File: src/rtl/racetrack_op_sequencer.sv
`default_nettype none
// ============================================================================
//  Module      : racetrack_op_sequencer
//  Description : Phase-ordered control-line generator for a row of pNML
//                NAND/NOR SOT racetrack cells. Accepts one command at a time
//                (shift fwd/bwd, eval NOR/NAND, read) and drives the shared
//                pulse and level lines, capturing the row's read terminals.
//  Revision    : 1.0 - initial release
// ============================================================================
module racetrack_op_sequencer #(
   parameter int N_CELLS     = 32,
   parameter int CNT_W       = 6,
   parameter int SETUP_CYC   = 1,
   parameter int PULSE_CYC   = 2,
   parameter int RECOVER_CYC = 1
) (
   input  logic               clk,
   input  logic               rst,
   input  logic               cmd_valid_i,
   output logic               cmd_ready_o,
   input  logic [2:0]         cmd_op_i,
   input  logic [CNT_W-1:0]   cmd_count_i,
   input  logic               cmd_bz_s_i,
   output logic               current_m_o,
   output logic               current_s_o,
   output logic               bz_m_o,
   output logic               bz_s_o,
   output logic               sel_nand_o,
   output logic               read_current_o,
   input  logic [N_CELLS-1:0] read_data_i,
   output logic               done_o,
   output logic               err_o,
   output logic [N_CELLS-1:0] rsp_data_o
);

   localparam logic [2:0] OP_SHIFT_FWD = 3'd0;
   localparam logic [2:0] OP_SHIFT_BWD = 3'd1;
   localparam logic [2:0] OP_EVAL_NOR  = 3'd2;
   localparam logic [2:0] OP_EVAL_NAND = 3'd3;
   localparam logic [2:0] OP_READ      = 3'd4;

   // Phase timer holds (phase length - 1) of the longest phase
   localparam int MAX_CYC_A = (SETUP_CYC > PULSE_CYC) ? SETUP_CYC : PULSE_CYC;
   localparam int MAX_CYC   = (MAX_CYC_A > RECOVER_CYC) ? MAX_CYC_A : RECOVER_CYC;
   localparam int TMR_W     = (MAX_CYC > 1) ? $clog2(MAX_CYC) : 1;

   localparam logic [TMR_W-1:0] SETUP_LD   = TMR_W'(SETUP_CYC - 1);
   localparam logic [TMR_W-1:0] PULSE_LD   = TMR_W'(PULSE_CYC - 1);
   localparam logic [TMR_W-1:0] RECOVER_LD = TMR_W'(RECOVER_CYC - 1);
   localparam logic [TMR_W-1:0] TMR_ZERO   = '0;
   localparam logic [TMR_W-1:0] TMR_ONE    = TMR_W'(1);
   localparam logic [CNT_W-1:0] CNT_ZERO   = '0;
   localparam logic [CNT_W-1:0] CNT_ONE    = CNT_W'(1);

   typedef enum logic [2:0] {
      S_IDLE    = 3'd0,
      S_SETUP   = 3'd1,
      S_PULSE   = 3'd2,
      S_RECOVER = 3'd3,
      S_DONE    = 3'd4
   } state_t;

   state_t             state_q;
   logic [2:0]         op_q;
   logic [TMR_W-1:0]   timer_q;
   logic [CNT_W-1:0]   loop_q;
   logic               cmd_ready_q;
   logic               current_m_q;
   logic               current_s_q;
   logic               bz_m_q;
   logic               bz_s_q;
   logic               sel_nand_q;
   logic               read_current_q;
   logic               done_q;
   logic               err_q;
   logic [N_CELLS-1:0] rsp_data_q;

   logic w_is_shift;
   logic w_is_eval;

   assign w_is_shift = (cmd_op_i == OP_SHIFT_FWD) || (cmd_op_i == OP_SHIFT_BWD);
   assign w_is_eval  = (cmd_op_i == OP_EVAL_NOR)  || (cmd_op_i == OP_EVAL_NAND);

   // Sequencer FSM; every output is a register set for the state being entered
   always_ff @(posedge clk) begin
      if (rst) begin
         state_q        <= S_IDLE;
         op_q           <= 3'd0;
         timer_q        <= TMR_ZERO;
         loop_q         <= CNT_ZERO;
         cmd_ready_q    <= 1'b1;
         current_m_q    <= 1'b0;
         current_s_q    <= 1'b0;
         bz_m_q         <= 1'b0;
         bz_s_q         <= 1'b0;
         sel_nand_q     <= 1'b0;
         read_current_q <= 1'b0;
         done_q         <= 1'b0;
         err_q          <= 1'b0;
         rsp_data_q     <= '0;
      end else begin
         case (state_q)
            S_IDLE: begin
               if (cmd_valid_i && cmd_ready_q) begin
                  cmd_ready_q <= 1'b0;
                  op_q        <= cmd_op_i;
                  if (cmd_op_i > OP_READ) begin
                     // Illegal op: finish immediately, lines untouched
                     state_q <= S_DONE;
                     done_q  <= 1'b1;
                     err_q   <= 1'b1;
                  end else if (w_is_shift && (cmd_count_i == CNT_ZERO)) begin
                     state_q <= S_DONE;
                     done_q  <= 1'b1;
                  end else begin
                     state_q     <= S_SETUP;
                     timer_q     <= SETUP_LD;
                     loop_q      <= w_is_shift ? cmd_count_i : CNT_ONE;
                     current_s_q <= (cmd_op_i == OP_SHIFT_BWD);
                     sel_nand_q  <= (cmd_op_i == OP_EVAL_NAND);
                     bz_s_q      <= w_is_eval & cmd_bz_s_i;
                  end
               end
            end
            S_SETUP: begin
               if (timer_q == TMR_ZERO) begin
                  state_q        <= S_PULSE;
                  timer_q        <= PULSE_LD;
                  current_m_q    <= (op_q == OP_SHIFT_FWD) || (op_q == OP_SHIFT_BWD);
                  bz_m_q         <= (op_q == OP_EVAL_NOR) || (op_q == OP_EVAL_NAND);
                  read_current_q <= (op_q == OP_READ);
               end else begin
                  timer_q <= timer_q - TMR_ONE;
               end
            end
            S_PULSE: begin
               if (timer_q == TMR_ZERO) begin
                  state_q        <= S_RECOVER;
                  timer_q        <= RECOVER_LD;
                  current_m_q    <= 1'b0;
                  bz_m_q         <= 1'b0;
                  read_current_q <= 1'b0;
               end else begin
                  timer_q <= timer_q - TMR_ONE;
               end
            end
            S_RECOVER: begin
               if (timer_q == TMR_ZERO) begin
                  // Counter stops at 1 -> last iteration; never decrements past zero
                  loop_q <= loop_q - CNT_ONE;
                  if (loop_q == CNT_ONE) begin
                     state_q     <= S_DONE;
                     done_q      <= 1'b1;
                     current_s_q <= 1'b0;
                     sel_nand_q  <= 1'b0;
                     bz_s_q      <= 1'b0;
                     if (op_q == OP_READ) begin
                        rsp_data_q <= read_data_i;
                     end
                  end else begin
                     state_q <= S_SETUP;
                     timer_q <= SETUP_LD;
                  end
               end else begin
                  timer_q <= timer_q - TMR_ONE;
               end
            end
            S_DONE: begin
               state_q     <= S_IDLE;
               done_q      <= 1'b0;
               err_q       <= 1'b0;
               cmd_ready_q <= 1'b1;
            end
            default: begin
               state_q     <= S_IDLE;
               cmd_ready_q <= 1'b1;
            end
         endcase
      end
   end

   assign cmd_ready_o    = cmd_ready_q;
   assign current_m_o    = current_m_q;
   assign current_s_o    = current_s_q;
   assign bz_m_o         = bz_m_q;
   assign bz_s_o         = bz_s_q;
   assign sel_nand_o     = sel_nand_q;
   assign read_current_o = read_current_q;
   assign done_o         = done_q;
   assign err_o          = err_q;
   assign rsp_data_o     = rsp_data_q;

endmodule
`default_nettype wire
File: config.mk
export PLATFORM = sky130hd
export DESIGN_NAME = racetrack_op_sequencer
export DESIGN_NICKNAME = d
export VERILOG_FILES = /design/src/rtl/racetrack_op_sequencer.sv
export SDC_FILE = /design/constraint.sdc
export NUM_CORES = 1
export LEC_CHECK = 0
export CORE_UTILIZATION = 44
export CTS_CLUSTER_DIAMETER = 50
export DETAILED_ROUTE_END_ITERATION = 16
export HOLD_SLACK_MARGIN = 0.1
export PLACE_DENSITY = 0.77
export RECOVER_POWER = 25
export SLEW_MARGIN = 20
export SYNTH_ARGS = -nofsm -noshare
export SYNTH_HDL_FRONTEND = slang
export SYNTH_SLANG_ARGS = --single-unit
File: constraint.sdc
create_clock -name clk -period 2.57 [get_ports clk]
set_clock_uncertainty 0.2 [all_clocks]
set_input_delay 0.514 -clock clk [delete_from_list [all_inputs] [get_ports clk]]
set_output_delay 0.514 -clock clk [all_outputs]
set_load 0.1 [all_outputs]
==> out/metrics.csv <==
stage,metric,value,unit
detailed_routing,vias,2200,
synth,Mapped Nets,332,
critical_path,kind of critical path,in -> reg,
critical_path,origin of the critical flop-to-flop path,state_q[1]$_SDFFE_PP0P_,
detailed_routing,ANT nets after route,0,
clock_tree,CTS sink count,54,
floorplan,core area,0.00485,sq mm
synth,most instantiated library cell after synthesis,nand2_1,
detailed_routing,final WL,5670,microns
place,number of I/O port buffers,85,
floorplan,Rows,25,
pwr,Max rail drop VDD,615,uV
synth,yosys warns,0,
detailed_routing,Avg WL per Cell,13.0,microns
timing,Tightest Pin Transition,1190,ps
place,Placed Area,0.00310,sq mm
critical_path,Worst setup EP type,register,
finish,share of cells above drive strength 1,13.8,%
pwr,overall power,1970,uW
timing,max-slew violations,0,
synth,Synth Flop Type,dfxtp_1,
detailed_routing,drt drc,0,
timing,final hold vios,0,
clock_tree,Root Buffer,clkbuf_8,
timing,setup slack after layout,179,ps
place,dpl hpwl,3990,microns
floorplan,height of the chip,73.9,microns
synth,"EDFF count, synth",0,
critical_path,worst-path maximum fanout,13,
synth,"Distinct cells, synth",42,
clock_tree,clk buf depth,2,
global_route,vias in the first global route,1909,
critical_path,FF-to-FF End,current_s_o$_SDFFE_PP0P_,
hold_path,WHS Endpoint,done_o$_SDFFE_PP0P_,
finish,fin area,0.00315,sq mm
timing,Peak Freq,0.418,GHz
critical_path,R2R setup slack,360,ps
clock_tree,CTS HTree Levels,2,
pwr,pwr/cell area,627,mW/mm^2
detailed_routing,DRT iter0 DRCs,109,
run_status,outcome,"finished, final reports clean",
detailed_routing,vias per cell,5.05,
timing,RSZ-0062 raised after global routing,no,
hold_path,Worst Hold Path Cells,2,
place,GPL Wtd Cong,0.833,
pwr,LEAKAGE,0.00117,uW
clock_tree,CTS tree,yes,
critical_path,worst reg2reg path depth,5,
detailed_routing,DR pass1 iterations,4,
clock_tree,Post-CTS Hold Fix Bufs,0,
critical_path,Startpoint Class,input port,
global_route,largest net degree at the start of global routing,33,
synth,number of synthesized register bits,54,
timing,minimum clock period,2390,ps
timing,max_slew headroom,21.1,%
synth,top-area cell type share of the netlist area,47.5,%
job,number of max-cap violations,0,
global_route,total grt overflow,0,
synth,top post-synthesis cells by count,"nand2_1 (77), dfxtp_1 (54), a21oi_1 (45)",
critical_path,Crit path required time,2610,ps
hold_path,Hold Path Origin,done_o$_SDFFE_PP0P_,
synth,Gate Count Post-Synth,285,
global_route,first-pass GRT wire length,8740,microns
global_route,Total Routing Usage GR,20.7,%
global_route,initial antenna violation count,0,
finish,Layout Area Growth over Synthesis,38.2,%
timing,Final Cycle Share,93.1,%
clock_tree,post-CTS setup buffers,0,
synth,sequential area share after synthesis,47.5,%
synth,asr flop ratio synth,0,%
floorplan,io pins,86,
synth,"Avg Cell Area, Syn",7.99,sq um
floorplan,die width,73.9,microns
timing,Final setup viols,0,
critical_path,CP arrival,2430,ps
clock_tree,PostCTS Resize Cnt,0,
clock_tree,TritonCTS buffer count,5,
floorplan,die area,0.00547,sq mm
synth,mapped cell area,0.00228,sq mm
finish,n_diodes,0,
synth,largest area contributor in the netlist,dfxtp_1,
floorplan,Initial Util,47.0,%
clock_tree,worst skew pair latency,310,ps
place,pre-CTS WS,-157,ps
hold_path,hold crit path type,reg -> reg,
clock_tree,"CTS clk-pin slew, worst paths",90,ps
synth,synth top area cells,"dfxtp_1 (47%), nand2_1 (13%), a21oi_1 (9.9%), nor2_1 (2.5%), clkbuf_1 (2.1%)",
finish,nets,415,
-- how the worst max path moves through the flow --
stage,start,end
3_3_place_gp,cmd_op_i[1],loop_q[0]$_SDFFE_PP0P_
2_1_floorplan,cmd_ready_o$_SDFFE_PP1P_,loop_q[0]$_SDFFE_PP0P_
6_report,cmd_op_i[1],current_s_o$_SDFFE_PP0P_
3_5_place_dp,cmd_op_i[1],loop_q[0]$_SDFFE_PP0P_
5_1_grt,cmd_op_i[1],loop_q[0]$_SDFFE_PP0P_
4_1_cts,cmd_op_i[1],loop_q[0]$_SDFFE_PP0P_
-- routing by layer --
layer  global-route usage [%]  wire length (microns)  share of wire [%]
met5                        0                      0                  0
met3                     6.37                    282                5.0
met2                     35.2                   2790                 49
met4                     7.69                    137                2.4
met1                     24.6                   2460                 43
-- metrics by stage --
stage / hold WS (ps) / utilization, % / instances / setup TNS (ps)
floorplan: 254 / - / 285 / 0
global route: 269 / 64.9 / 436 / 0
detailed placement: 238 / 63.9 / 428 / -636
finish: 257 / 64.9 / 436 / 0
global placement: 237 / 63.9 / 428 / -274
CTS: 256 / 66.1 / 436 / 0
-- power by group --
part           internal, uW  leakage (uW)  switching (uW)
logic                   193      0.000679             277
clock network           291     0.0000514             274
registers               879      0.000437            58.7
-- cell usage in the layout (no fill, tap or decap), types with 2 or more instances in the layout --
master,Yosys,layout
ha_1,2,2
inv_1,5,5
mux2i_1,2,2
nand2b_1,4,4
clkdlybuf4s50_1,0,42
nor4b_1,2,2
a21o_1,2,2
or3_1,4,4
nor2_1,15,15
nor3_1,4,4
clkbuf_8,0,5
and3_1,2,2
clkbuf_1,13,17
a211oi_1,2,2
xnor2_1,3,3
a22oi_1,3,3
o21ai_0,6,6
o21ai_1,2,2
nand3b_1,3,3
nand2_1,77,77
buf_4,0,36
nand3_1,6,6
a211o_1,2,2
a31oi_1,2,2
dfxtp_1,54,54
a21oi_1,45,45
nor2b_1,2,2
-- state kept, by name, summed over array words and instances, names as in the netlist, 3 cells and up --
register	count
loop_q	6
rsp_data_o	32
op_q	3
state_q	3
-- layout make-up --
| cell class | count | area [sq um] |
|---|---|---|
| Fill cell | 436 | 1700 |
| Multi-Input combinational cell | 206 | 1090 |
| Sequential cell | 54 | 1080 |
| Timing Repair Buffer | 96 | 766 |
| Tap cell | 67 | 83.8 |
| Clock buffer | 6 | 72.6 |
| Clock inverter | 2 | 37.5 |
| Inverter | 5 | 18.8 |
-- kinds of logic (layout without fill, tap and decap cells) --
group                    Yosys count  after routing  share of synthesized area, %
AO/OA/AOI/OAI                     73             73                          19.7
XOR/XNOR                           3              3                          1.15
flip-flops                        54             54                          47.5
buffers and inverters             25            109                          4.78
AND/OR/NAND/NOR                  126            126                          24.9
multiplexers                       2              2                         0.879
adder cells (fa/ha/maj)            2              2                          1.10
-- worst max-delay path: stages --
cell and delay, ps:
clkdlybuf4s50_1 450, o21ai_1 290, o41ai_4 140, a221o_2 520, or3_1 380, a21oi_1 140
Note: power is estimated with default switching activity, not from simulation.
